File: config.mk
export PLATFORM = sky130hd
export DESIGN_NAME = arbiter_rr_n
export DESIGN_NICKNAME = d
export VERILOG_FILES = /design/src/rtl/arbiter_rr_n.sv
export SDC_FILE = /design/constraint.sdc
export NUM_CORES = 1
export LEC_CHECK = 0
export ABC_AREA = 1
export CAP_MARGIN = 20
export CORE_AREA = 4 4 174 176
export CTS_CLUSTER_DIAMETER = 200
export DETAILED_ROUTE_END_ITERATION = 10
export DIE_AREA = 0 0 178 180
export GPL_TIMING_DRIVEN = 0
export SLEW_MARGIN = 25
export SYNTH_ARGS = -nofsm -noshare
export SYNTH_HDL_FRONTEND = slang
export SYNTH_SLANG_ARGS = --single-unit
File: constraint.sdc
create_clock -name clk -period 2.7 [get_ports clk]
set_clock_uncertainty 0.2 [all_clocks]
set_input_delay 0.54 -clock clk [delete_from_list [all_inputs] [get_ports clk]]
set_output_delay 0.54 -clock clk [all_outputs]
set_load 0.005 [all_outputs]
File: src/rtl/arbiter_rr_n.sv
// rtl/arbiter_rr_n.sv - N-host round-robin arbiter onto a single register bus
// One access in flight; per-host mask, run-time timeout, grant id and error flags.
module arbiter_rr_n #(
  parameter int NH = 4,
  parameter int AW = 32,
  parameter int DW = 32,
  parameter int BW = 4,
  parameter int TW = 16,
  localparam int GW = $clog2(NH)
) (
  input  logic             clk,
  input  logic             reset_n,
  input  logic [NH-1:0]    hrd,
  input  logic [NH-1:0]    hwr,
  input  logic [NH*AW-1:0] haddr,
  input  logic [NH*BW-1:0] hbe,
  input  logic [NH*DW-1:0] hdwr,
  input  logic [NH-1:0]    hcpu,
  output logic [NH-1:0]    hdone,
  output logic [NH-1:0]    herr,
  output logic [DW-1:0]    hdrd,
  input  logic [NH-1:0]    req_mask,
  input  logic [TW-1:0]    tmo_limit,
  output logic [AW-1:0]    add_bus,
  output logic [BW-1:0]    byte_en,
  output logic [DW-1:0]    data_bus_wr,
  output logic             cpu_bus,
  output logic             wr_bus,
  output logic             rd_bus,
  input  logic [DW-1:0]    data_bus_rd,
  input  logic             ack_bus,
  output logic [GW-1:0]    grant_id,
  output logic             busy
);

  typedef enum logic [1:0] {IDLE, WR, RD, DONE} state_t;

  state_t          state, state_nxt;
  logic [NH-1:0]   req;
  logic            any_req;
  logic [GW-1:0]   last;
  logic [GW-1:0]   win;
  logic            win_found;
  logic [AW-1:0]   sel_addr;
  logic [BW-1:0]   sel_be;
  logic [DW-1:0]   sel_dwr;
  logic            sel_cpu;
  logic            sel_rd;
  logic [TW-1:0]   cnt;
  logic            tmo_hit;
  logic            acc_end;
  logic            tmo_taken;

  assign req     = (hrd | hwr) & req_mask;
  assign any_req = |req;
  assign tmo_hit = (tmo_limit != '0) && (cnt == tmo_limit - TW'(1));
  assign acc_end = ack_bus || tmo_hit;

  // Search upward from the host after the last one served, wrapping at NH.
  always_comb begin
    win       = '0;
    win_found = 1'b0;
    for (int k = 1; k <= NH; k++) begin
      logic [GW-1:0] idx;
      idx = GW'((int'(last) + k) % NH);
      if (!win_found && req[idx]) begin
        win_found = 1'b1;
        win       = idx;
      end
    end
  end

  always_comb begin
    sel_addr = '0;
    sel_be   = '0;
    sel_dwr  = '0;
    sel_cpu  = 1'b0;
    sel_rd   = 1'b0;
    for (int i = 0; i < NH; i++) begin
      if (win == GW'(i)) begin
        sel_addr = haddr[i*AW +: AW];
        sel_be   = hbe[i*BW +: BW];
        sel_dwr  = hdwr[i*DW +: DW];
        sel_cpu  = hcpu[i];
        sel_rd   = hrd[i];
      end
    end
  end

  always_ff @(posedge clk) begin
    if (!reset_n) state <= IDLE;
    else          state <= state_nxt;
  end

  always_comb begin
    state_nxt = state;
    case (state)
      IDLE, DONE: begin
        if (any_req) state_nxt = sel_rd ? RD : WR;
        else         state_nxt = IDLE;
      end
      WR, RD: begin
        if (acc_end) state_nxt = DONE;
      end
      default: state_nxt = IDLE;
    endcase
  end

  always_ff @(posedge clk) begin
    if (!reset_n) begin
      last        <= GW'(NH - 1);
      grant_id    <= '0;
      add_bus     <= '0;
      byte_en     <= '0;
      data_bus_wr <= '0;
      cpu_bus     <= 1'b0;
      cnt         <= '0;
      tmo_taken   <= 1'b0;
      hdrd        <= '0;
    end else begin
      case (state)
        IDLE, DONE: begin
          if (any_req) begin
            add_bus     <= sel_addr;
            byte_en     <= sel_be;
            data_bus_wr <= sel_dwr;
            cpu_bus     <= sel_cpu;
            grant_id    <= win;
            last        <= win;
            cnt         <= '0;
          end
        end
        WR, RD: begin
          if (acc_end) begin
            add_bus     <= '0;
            byte_en     <= '0;
            data_bus_wr <= '0;
            cpu_bus     <= 1'b0;
            tmo_taken   <= !ack_bus;
          end else if (cnt != '1) begin
            cnt <= cnt + TW'(1);
          end
        end
        default: ;
      endcase
      if (state == RD && ack_bus) hdrd <= data_bus_rd;
    end
  end

  always_comb begin
    wr_bus = (state == WR);
    rd_bus = (state == RD);
    busy   = (state == WR) || (state == RD);
    hdone  = '0;
    herr   = '0;
    for (int i = 0; i < NH; i++) begin
      hdone[i] = (state == DONE) && (grant_id == GW'(i));
      herr[i]  = (state == DONE) && (grant_id == GW'(i)) && tmo_taken;
    end
  end

endmodule

==> results by group <==
Worst setup path
  – Worst Path Required: 2.79 ns
  – CP startpoint kind: input port
  – Critical path arrival: 2.75 ns
  – Worst setup EP type: flop
  – Worst Path Max Fanout: 10
  – Critical path type: input port to flop

CTS
  – Worst skew pair latency: 0.43 ns
  – Clock Path Buffers: 2
  – CTS buffer count: 17
  – CTS clk-pin slew, worst paths: 0.07 ns
  – Clk sinks: 124
  – CTS tree: done
  – Clock root cell: clkbuf_16
  – H-tree levels: 4

Floorplanning
  – Die area: 32,000 µm²
  – Die Width: 178 µm
  – Core Box Area: 28,600 µm²
  – Initial Utilization: 29.4%
  – Die Ht: 180 µm
  – IO Pins: 453
  – Row Count: 62

Finish
  – Commonest non-fill, non-tap cell in the layout: clkdlybuf4s50_1
  – Commonest non-fill, non-tap cells in the layout: clkdlybuf4s50_1 (440), nand2_1 (316), nand3_1 (169), inv_1 (158), dfxtp_1 (118)
  – Layout cells sized above 1: 12.5%
  – Final #Nets: 2,230
  – P&R area growth vs syn: 76.4%
  – Design area: 14,900 µm²

Place
  – Final Wtd Congestion: 0.887
  – Port Buffers: 452
  – Placed cell area: 13,400 µm²
  – DP Wirelength: 33,900 µm
  – Setup Slack @ Placement: -0.983 ns

Timing
  – Fmax: 0.376 GHz
  – Worst setup margin: 0.0434 ns
  – Final Hold Viols: 0
  – Worst-margin pin slew: 0.711 ns
  – RSZ-0062 raised after global routing: yes
  – Final Max Tran Viols: 0
  – Rel. slew slack: 52.6%
  – Final worst path period share: 98.4%
  – Minimum clock period: 2.66 ns
  – Minimum hold slack: 0.265 ns
  – Final Setup Violations: 0

Job
  – Max_cap viols: 0

Synthesis
  – EDFF count, synth: 0
  – FF+latch count, synth: 124
  – Synth top area share: 29.5%
  – Synth area leaders: dfxtp_1 (29%), nand2_1 (15%), nand3_1 (10%)
  – Syn_area_per_cell: 6.09 µm²
  – Synth unique cells: 38
  – Syn. warnings: 0
  – Post-synth ARST share: 0%
  – Synthesized cell area: 8430 µm²
  – Area leader, netlist: dfxtp_1
  – Post-Syn Nets: 1,728
  – Post-synth top flop: dfxtp_1
  – Post-Syn Instances: 1,383
  – Register area share after synthesis: 29.5%

Pwr
  – Final Power: 17.4 mW
  – Power share of the combinational group: 71.4%
  – Leak Pwr: 6.31 nW
  – Clock group share of total power: 13.6%
  – Reg power frac: 15.0%
  – PD cells: 1170 nW/µm²
  – Sw frac: 49.9%
  – Int Power: 8.71 mW
  – P_sw: 8.66 mW
  – Worst ir drop on vdd: 671 µV

Global route
  – Initial antenna violation count: 4
  – Largest net degree at the start of global routing: 17
  – Remaining global-route overflow: 0
  – First-pass GRT wire length: 62,300 µm
  – Vias in the first global route: 10,571
  – Total Routing Usage GR: 25.2%

Run status
  – Status: finished clean

Route
  – Remaining DRCs: 0
  – Vias per cell: 4.79
  – Wire length per cell: 18.7 µm
  – DRT iter0 DRCs: 665
  – Pre-antenna DRT Iters: 5
  – DRT antenna net count: 0
  – WL final: 42,800 µm
  – Vias: 10,948

Hold path
  – Worst hold path type: flop to flop
[flip-flops by register name, summed over array words and instances, names as in the netlist]
name and cells:
add_bus 32, state 2, data_bus_wr 32, last 2, grant_id 2, tmo_taken 1
cpu_bus 1, byte_en 4, hdrd 32, cnt 16
[routing by layer]
metal,vias up,routed length (µm),track usage (%)
met5,-,8,0
li1,5488,-,-
met3,50,3230,6.93
met1,5012,17100,29.6
met4,2,896,6.34
met2,396,21600,45.1
[layout make-up]
class / count / area (µm²)
repair buffers: 483 / 4850
clock buffers: 17 / 425
clock inverters: 15 / 166
fillers: 2886 / 13800
inverters: 171 / 663
plain buffers: 88 / 669
well taps: 384 / 480
flip-flops and latches: 124 / 2490
repair inverters: 1 / 8.76
multi-input cells: 999 / 5100
diodes: 3 / 7.51
[stage by stage]
stage | std cells | setup TNS, ns | utilization (%)
6_report | 2285 | 0 | 51.9
5_1_grt | 2285 | -1.24 | 51.9
4_1_cts | 2262 | -1.23 | 49.8
3_5_place_dp | 2219 | -67.16 | 46.9
3_3_place_gp | 2219 | -64.82 | 46.9
2_1_floorplan | 1383 | 0 | -
[synth_stat cells, types with 2 or more instances]
cell type    n
buf_1        6
xnor2_1      8
buf_2       32
nand2_2     12
nand2_4      3
nand4_1     19
nor2_4       3
nand3b_1    26
inv_4        2
dfxtp_1    124
ha_1         6
xor2_1      23
nor3_1      10
a21oi_2     10
nor4_1       5
nand3_2      4
a21oi_1     87
buf_8        2
o21ai_1     46
inv_1      166
buf_4        8
o21ai_0    103
inv_2        3
nor2_2       4
nand2_1    329
o211ai_1     2
nor2_1     115
clkbuf_1    39
nand3_1    175
buf_6        2
or2_2        2
[repair_timing]
item	in CTS	in global routing
gates cloned	0	4
setup endpoints to repair	86	95
buffers inserted	11	19
pin swaps	9	19
hold buffers	0	0
resized for setup	53	183
[cell families (layout without fill, tap and decap cells)]
group                      Yosys count  count (layout)  share of synthesized area (%)
buffers and inverters              260             775                           12.9
and+or+nand+nor                    711             711                           38.0
xor gates and xnor gates            31              31                           3.22
DFF                                124             124                           29.5
AOI/OAI and AO/OA                  251             251                           15.5
adders and majority gates            6               6                          0.891
other                                0               3                              0
[critical path: stages]
cell	delay [ns]
clkdlybuf4s50_1	0.49
inv_1	0.05
nand2_2	0.10
nand3_2	0.10
nand3_1	0.10
nand2_1	0.08
a21oi_1	0.16
nand2_1	0.10
nand2_4	0.20
buf_12	0.14
inv_6	0.04
buf_2	0.18
o21ai_0	0.23
nand3_1	0.10
nand2_1	0.07
a21oi_1	0.05
[power by group through the flow]
stage	registers (mW)	clock network, mW	logic, mW
finish	2.61	2.36	12.4
global route	2.66	2.49	13.6
CTS	2.59	2.41	11.2
detailed placement	2.62	0	10.7
global placement	2.61	0	10.6
floorplan	2.61	0	6.43
[worst paths after layout]
path	from	endpoint	slack, ns	cells past startpoint
max	hrd[1]	data_bus_wr[18]	0.04	16
min	data_bus_wr[1]	data_bus_wr[1]	0.27	2
max reg2reg	state[1]	add_bus[21]	0.09	17
min reg2reg	data_bus_wr[1]	data_bus_wr[1]	0.27	2
Power figures use the tool's default switching activity.
